--- config.mk ---
export PLATFORM = sky130hd
export DESIGN_NAME = mixer_tune_ctrl
export DESIGN_NICKNAME = d
export VERILOG_FILES = /design/src/rtl/mixer_tune_pkg.sv /design/src/rtl/mixer_tune_settle.sv /design/src/rtl/mixer_tune_ctrl.sv
export SDC_FILE = /design/constraint.sdc
export NUM_CORES = 1
export LEC_CHECK = 0
export BUFFER_PORTS_ARGS = -buffer_cell sky130_fd_sc_hd__buf_4
export CAP_MARGIN = 15
export CORE_UTILIZATION = 38
export DETAILED_ROUTE_END_ITERATION = 8
export PLACE_DENSITY_LB_ADDON = 0.1
export SLEW_MARGIN = 40
export SYNTH_ARGS = -nofsm -noshare
export SYNTH_HDL_FRONTEND = slang
export SYNTH_SLANG_ARGS = --single-unit
--- constraint.sdc ---
create_clock -name CLK -period 7.3 [get_ports CLK]
set_input_delay 0 -clock CLK [delete_from_list [all_inputs] [get_ports CLK]]
set_output_delay 0 -clock CLK [all_outputs]
set_load 0.01 [all_outputs]
--- src/rtl/mixer_tune_pkg.sv ---
// mixer_tune_pkg: state codes, step table and default tuning limits for mixer_tune_ctrl
package mixer_tune_pkg;
  typedef enum logic [2:0] {
    S_IDLE   = 3'd0,
    S_SETTLE = 3'd1,
    S_DWELL  = 3'd2,
    S_STEP   = 3'd3,
    S_HOLD   = 3'd4
  } state_t;
  localparam int unsigned DEF_F_MIN = 13422;
  localparam int unsigned DEF_F_MAX = 40265318;
  // phase increments for 1/5/10/100 kHz at a 50 MHz clock
  function automatic logic [31:0] step_val(input logic [1:0] sel);
    return sel == 2'd0 ? 32'd1342 : sel == 2'd1 ? 32'd6711 : sel == 2'd2 ? 32'd13422 : 32'd134218;
  endfunction
endpackage

--- src/rtl/mixer_tune_settle.sv ---
// mixer_tune_settle: loadable down-counter; mute while nonzero, done on its last muted cycle
module mixer_tune_settle #(
  parameter int CYCLES = 64
) (
  input  logic CLK,
  input  logic RSTb,
  input  logic load,
  output logic mute,
  output logic done
);
  localparam int W = $clog2(CYCLES + 1);
  logic [W-1:0] cnt;
  always_ff @(posedge CLK or negedge RSTb)
    if (!RSTb) cnt <= '0;
    else cnt <= load ? W'(CYCLES) : cnt - W'(mute);
  assign mute = cnt != '0;
  assign done = cnt == W'(1);
endmodule

--- src/rtl/mixer_tune_ctrl.sv ---
// mixer_tune_ctrl: NCO phase-increment arbiter (host > buttons > scanner) with post-retune mute.
// The band scanner (DWELL/STEP/HOLD) is only built when MIXER_TUNE_SCAN_EN is defined.
module mixer_tune_ctrl
  import mixer_tune_pkg::*;
#(
  parameter int PHASE_BITS = 26,
  parameter logic [PHASE_BITS-1:0] F_MIN = PHASE_BITS'(DEF_F_MIN),
  parameter logic [PHASE_BITS-1:0] F_MAX = PHASE_BITS'(DEF_F_MAX),
  parameter int SETTLE_CYCLES = 64,
  parameter int DWELL_BITS = 20
) (
  input  logic                  CLK,
  input  logic                  RSTb,
  input  logic                  host_load,
  input  logic [PHASE_BITS-1:0] host_word,
  output logic                  host_ack,
  input  logic                  btn_up,
  input  logic                  btn_dn,
  input  logic [1:0]            step_sel,
  input  logic                  scan_en,
  input  logic [PHASE_BITS-1:0] scan_lo,
  input  logic [PHASE_BITS-1:0] scan_hi,
  input  logic [DWELL_BITS-1:0] dwell,
  input  logic                  carrier_det,
  output logic [PHASE_BITS-1:0] phase_inc,
  output logic                  retune,
  output logic                  mute,
  output logic                  busy,
  output logic [2:0]            state
);
  localparam int PB = PHASE_BITS;
  state_t st, st_nxt;
  logic [PB-1:0] step, inc_nxt, up_clamp, dn_clamp;
  logic [PB:0] up_sum, dn_dif;
  logic apply, ack_nxt, settle_done;
  assign step = PB'(step_val(step_sel));
  assign up_sum = {1'b0, phase_inc} + {1'b0, step};
  assign dn_dif = {1'b0, phase_inc} - {1'b0, step};
  assign up_clamp = up_sum > {1'b0, F_MAX} ? F_MAX : up_sum[PB-1:0];
  assign dn_clamp = (dn_dif[PB] || dn_dif[PB-1:0] < F_MIN) ? F_MIN : dn_dif[PB-1:0];
`ifdef MIXER_TUNE_SCAN_EN
  logic [DWELL_BITS-1:0] dcnt, dcnt_nxt;
  logic [PB-1:0] scan_nxt;
  assign scan_nxt = (up_sum > {1'b0, scan_hi} || phase_inc < scan_lo) ? scan_lo : up_sum[PB-1:0];
  always_ff @(posedge CLK or negedge RSTb)
    if (!RSTb) dcnt <= '0;
    else dcnt <= dcnt_nxt;
`else
  logic unused_scan;
  assign unused_scan = ^{scan_en, scan_lo, scan_hi, dwell, carrier_det};
`endif
  always_comb begin
    st_nxt = st;
    inc_nxt = phase_inc;
    apply = 1'b0;
    ack_nxt = 1'b0;
`ifdef MIXER_TUNE_SCAN_EN
    dcnt_nxt = dcnt;
`endif
    if (host_load) begin
      apply = 1'b1;
      ack_nxt = 1'b1;
      inc_nxt = host_word;
    end else if (btn_up ^ btn_dn) begin
      apply = 1'b1;
      inc_nxt = btn_up ? up_clamp : dn_clamp;
    end else begin
      case (st)
`ifdef MIXER_TUNE_SCAN_EN
        S_IDLE: begin
          apply = scan_en;
          inc_nxt = scan_en ? scan_lo : phase_inc;
        end
        S_SETTLE: begin
          st_nxt = settle_done ? (scan_en ? S_DWELL : S_IDLE) : st;
          dcnt_nxt = dwell;
        end
        S_DWELL: begin
          st_nxt = !scan_en ? S_IDLE : carrier_det ? S_HOLD : dcnt == '0 ? S_STEP : st;
          dcnt_nxt = dcnt - DWELL_BITS'(dcnt != '0);
        end
        S_STEP: begin
          apply = scan_en;
          inc_nxt = scan_en ? scan_nxt : phase_inc;
          st_nxt = S_IDLE;
        end
        S_HOLD: st_nxt = scan_en ? st : S_IDLE;
`else
        S_SETTLE: st_nxt = settle_done ? S_IDLE : st;
`endif
        default: st_nxt = S_IDLE;
      endcase
    end
    if (apply) st_nxt = S_SETTLE;
  end
  always_ff @(posedge CLK or negedge RSTb)
    if (!RSTb) begin
      st <= S_IDLE;
      phase_inc <= F_MIN;
      retune <= 1'b0;
      host_ack <= 1'b0;
    end else begin
      st <= st_nxt;
      phase_inc <= inc_nxt;
      retune <= apply;
      host_ack <= ack_nxt;
    end
  mixer_tune_settle #(.CYCLES(SETTLE_CYCLES)) u_settle (
    .CLK(CLK),
    .RSTb(RSTb),
    .load(apply),
    .mute(mute),
    .done(settle_done)
  );
  assign busy = !(st == S_IDLE || st == S_HOLD);
  assign state = st;
endmodule

# After elaboration in Yosys (flattened, before gate mapping)
# Index checks and enable logic that the tools add are counted.
# op_classes
n_addsub	3
n_lt_le_gt_ge	2
n_eq_ne	8
mux	17
n_bitwise	1
reduce_logical	8
# op_table
op	count
26-bit 2-to-1 mux	5
18-bit 2-to-1 mux	3
26-bit by 18-bit adder with 27-bit output	1
27-bit by 26-bit greater-than comparator with 1-bit output, second input constant	1
26-bit by 18-bit subtractor with 27-bit output	1
26-bit by 14-bit less-than comparator with 1-bit output, second input constant	1
3-bit 2-to-1 mux	5
7-bit by 1-bit equality test with 1-bit output, second input constant	1
7-bit 2-to-1 mux	1
7-bit nonzero test	1
7-bit by 1-bit subtractor with 7-bit output	1
3-bit by 1-bit equality test with 1-bit output, second input constant	1
3-bit equality test, second input constant	1
3-bit logical NOT	1
1-bit 2-to-1 mux	3
3-bit inequality test, second input constant	1
3-bit AND reduction	1
2-bit by 1-bit equality test with 1-bit output, second input constant	1
2-bit equality test, second input constant	1
2-bit logical NOT	1
1-bit logical OR	2
2-bit by 1-bit inequality test with 1-bit output, second input constant	1
2-bit inequality test, second input constant	1
2-bit nonzero test	1
other kinds (2)	2
# word_totals
reg_bits	38
inputBits	107
output_inout_bits	33

# Logic depth before layout (Yosys ltp)
# depth
depth_word	11
mapped_depth	18
mapped_depth_nobuf	16

# Cells and area by module
# From an unflattened synthesis, not the netlist that was laid out.
# unflattened
hier_cells	674
hier_area_um2	5081.1
# modules_own_cells
module	instances	cells_each	area_each_um2	seq_area_each_um2
mixer_tune_ctrl	1	636	4708.3	735.7
mixer_tune_settle	1	38	372.9	175.2

# Worst setup path before layout
# Ideal clock, no wire load.
# synth_path
path_type	register -> register
start	reg phase_inc[2]
end	reg phase_inc[19]
setup_ns	0.126
t_arrival_ns	3.618
required_ns	7.174
setup_slack_ns	3.555
path_stages_with_launch	14
n_path_buf	1
period_less_slack_ns	3.745
cell_sequence	dfstp_2 -> ha_1 -> buf_6 -> or4b_1 -> a32oi_2 -> a2111o_2 -> and2_1 -> o211ai_1 -> a211o_1 -> or4_4 -> nor3_4 -> nor2_1 -> nor3b_1 -> nor3_1
# synth_between
elab_chain_cells	7
# synth_lines
element	line_no	source
from (decl)	mixer_tune_ctrl.sv:25	output logic [PHASE_BITS-1:0] phase_inc,
from (signal assigned)	mixer_tune_ctrl.sv:104	phase_inc <= inc_nxt;
26-bit by 18-bit subtractor with 27-bit output	mixer_tune_ctrl.sv:38	assign dn_dif = {1'b0, phase_inc} - {1'b0, step};
26-bit by 14-bit less-than comparator with 1-bit output	mixer_tune_ctrl.sv:40	assign dn_clamp = (dn_dif[PB] || dn_dif[PB-1:0] < F_MIN) ? F_MIN : dn_dif[PB-1:0];
1-bit logical OR	mixer_tune_ctrl.sv:40	
26-bit 2-to-1 mux	mixer_tune_ctrl.sv:40	
26-bit 2-to-1 mux *	mixer_tune_ctrl.sv:66	inc_nxt = btn_up ? up_clamp : dn_clamp;
26-bit 2-to-1 mux *	mixer_tune_ctrl.sv:64	end else if (btn_up ^ btn_dn) begin
26-bit 2-to-1 mux *	mixer_tune_ctrl.sv:60	if (host_load) begin
# Every way passes the cells marked *; elsewhere a longest branch is shown, timed or not. The select of a mux whose other input is x is not followed.
# A chain may end at the register's enable or synchronous reset.

# Final worst setup path
# layout_path
start	reg phase_inc[12]
end	reg phase_inc[7]
# The elaborated chain is that of the path after synthesis.

==> qor.yml <==
nFillCells: 1285
core-area_sq_mm: 0.0122
hold_path_class: "input port to register"
internal_power_uw: 701
yosys-top-cells-count: "57 x nor2_1, 43 x a21oi_1, 38 x nand2_1, 37 x ha_1, 30 x xnor2_1"
synth-seq-cells: 36
grt_antenna_before_repair: 0
dp_hpwl_um: 13200
critPathMaxStageDelay_ns: 0.69
drive_above_1_share_pct: 15.4
first_pass_iters: 8
arrival_ns: 5.10
power_frac_clock_pct: 16.4
ys_seq_area_share_pct: 19.0
critical_path_class: "register to register"
track_usage_pct: 28.2
pwr-share-seq_pct: 23.0
postSynthCellCount: 635
synthesis.area_sq_mm: 0.00480
syn_avg_cell_area_sq_um: 7.57
vias_per_cell: 6.08
final_util_pct: 46.2
drtAntennaViolNets: 0
worst_pin_slew_ns: 0.850
comb_power_share_pct: 60.6
p_sw_uw: 686
drc: 0
cts_inserted_buffers: 5
nets: 825
drv_cap: 0
die_w_um: 114
power_density_mw_per_mm2: 247
cp_max_fo: 21
maxSlewHeadroom_pct: 43.2
avgRoutedWirePerCell_um: 21.1
numPortBuffers: 63
n_antenna_cell: 0
grt_start_max_net_pins: 37
sw_frac_of_total_pct: 49.4
power.leakage_uw: 0.00226
dr_total_vias: 5169
tns_ns: 0
async_reset_ff_share_pct: 100
cp-startpoint: "phase_inc[12]$_DFFE_PN1N_"
cts_tree: "done"
r2r-start: "phase_inc[12]$_DFFE_PN1N_"
grt_pass1_vias: 5013
synth_cell_types: 78
cts_max_path_buffers: 2
start_util_pct: 39.5
fp.dieH_um: 114
routabilityCongestion: 0.954
cts_sinks: 36
drt-total-wl_um: 17900
start_kind: "register"
grt_pass1_wl_um: 27800
netlist_top_cells_area: "dfrtp_1 15%, ha_1 9.6%, xnor2_1 5.5%, a21oi_1 4.5%, nor2_1 4.5%"
synth_top_cell_by_area: "dfrtp_1"
crit_path_cell_trace: "ha_1 > a21o_1 > a211oi_1 > mux2_2 > a31oi_1 > o211ai_1 > a211o_1 > or4_4 > nor3_4 > nor2_2 > a21oi_1 > a21oi_1"
period_needed_ns: 4.92
fin_crit_sh_pct: 67.5
ioPinCount: 140
fin_skew_ns: 0.00756
status: "completed"
crit_top_cell: "a21oi_1"
setup_viol_count_final: 0
cp-end-kind: "register"
grt_overflow: 0
synth.most_common_cell: "nor2_1"
rsz0062_at_grt: "false"
synth_edf_count: 0
area_delta_synth_final_pct: 17.0
drt-initial-drc-count: 656
critPathRequiredTime_ns: 7.47
ys.warnings.count: 0
die_area_sq_mm: 0.0131
worst_path_max_delay_cell: "nor3_4"
synth_top_area_share_pct: 14.6
htree_levels: 2
synthFlopType: "dfrtp_1"
crit_family: "compound AO/OA/AOI/OAI gates"
clockRootBuffer: "clkbuf_16"
worstHoldStart: "host_word[15]"
fmax_mhz: 203
clk_pin_slew_worst_paths_ns: 0.07
clock_latency_ns: 0.30
finalMaxSlewViolations: 0
finalHoldViolCount: 0
peakVddDrop_mv: 0.0906
cp_num_buf_inv: 0
rows: 40
-- what timing repair did --
action                                 in CTS  in global routing
endpoints found under the hold margin      43                  0
resized for setup                           0                  0
hold buffers                               16                  0
setup endpoints to repair                   0                  0
setup buffers                               0                  0
-- power groups by stage --
stage | clock [uW] | combinational, uW | sequential, uW
floorplan | 0 | 603 | 289
global placement | 0 | 809 | 319
detailed placement | 0 | 814 | 321
CTS | 232 | 826 | 318
global route | 236 | 915 | 326
finish | 228 | 840 | 320
-- sequential cells by signal (all words and copies together) (netlist names) --
| name | cells |
|---|---|
| u_settle.cnt | 7 |
| phase_inc | 26 |
| state | 1 |
| retune | 1 |
| host_ack | 1 |
-- metal layers --
layer | part of all wire [%] | global-route usage, % | up-vias | wire (um)
met2 | 46 | 46.9 | 211 | 8310
li1 | - | - | 2432 | -
met5 | 0 | 0 | - | 0
met1 | 45 | 36.8 | 2481 | 7980
met3 | 6.0 | 3.92 | 45 | 1080
met4 | 3.1 | 11.4 | 0 | 549
-- cell families after synthesis --
family | after synthesis | share of synthesized area (%)
compound gates | 202 | 29.5
xor+xnor | 42 | 7.66
fa+ha+maj | 37 | 9.64
buf+inv | 71 | 6.33
flops | 36 | 19.0
mux | 2 | 0.443
other cells | 1 | 0.0781
simple gates | 244 | 27.4
-- through the flow --
stage / worst slack (ns) / cells / hold slack, ns / instance area (sq um) / power (uW)
4_1_cts: 2.49 / 850 / 0.000876 / 5610 / 1370
3_3_place_gp: 2.07 / 826 / 0.0202 / 5300 / 1130
3_5_place_dp: 2.23 / 826 / 0.0223 / 5310 / 1140
2_1_floorplan: 3.56 / 636 / -0.296 / 4810 / 892
6_report: 2.38 / 850 / 0.00164 / 5620 / 1390
5_1_grt: 2.22 / 850 / 0.0234 / 5620 / 1480
-- cell usage in the layout, fill, tap and decap left out, drive strengths merged, types with 12 or more instances in the layout --
cell type	count
nand3	23
nor3	30
xnor2	30
o31ai	12
dlygate4sd3	16
a21oi	43
dfrtp	28
ha	37
buf	64
xor2	12
a21o	14
o21ai	33
nand2b	15
nor2b	13
nand2	38
o22ai	13
inv	27
nor2	57
-- worst paths after layout --
check                                             to  slack (ns)  depth (start not counted)
hold / removal             phase_inc[15]$_DFFE_PN0N_       0.002                          3
min in group asynchronous   phase_inc[4]$_DFFE_PN0N_        0.24                          2
setup / recovery            phase_inc[7]$_DFFE_PN0N_        2.38                         12
setup reg to reg            phase_inc[7]$_DFFE_PN0N_        2.38                         12
max in group asynchronous   phase_inc[2]$_DFFE_PN1N_        6.68                          2
hold reg to reg                 state[0]$_DFFE_PN0P_        0.54                          2
-- layout make-up --
class / instances / area, sq um / area share, %
clock buffer: 5 / 125 / 2.23
timing repair buffer: 80 / 641 / 11.4
inverter: 29 / 109 / 1.94
clock inverter: 3 / 18.8 / 0.334
multi-input combinational: 529 / 3600 / 64.2
tap: 168 / 210 / 3.74
sequential: 36 / 911 / 16.2
-- worst reg2reg max path, cell delays in order (launching register included) --
cell	delay (ns)
dfstp_2	0.60
ha_1	0.50
a21o_1	0.32
a211oi_1	0.46
mux2_2	0.39
a31oi_1	0.15
o211ai_1	0.19
a211o_1	0.31
or4_4	0.53
nor3_4	0.69
nor2_2	0.31
a21oi_1	0.25
a21oi_1	0.10
Power figures use the tool's default switching activity.
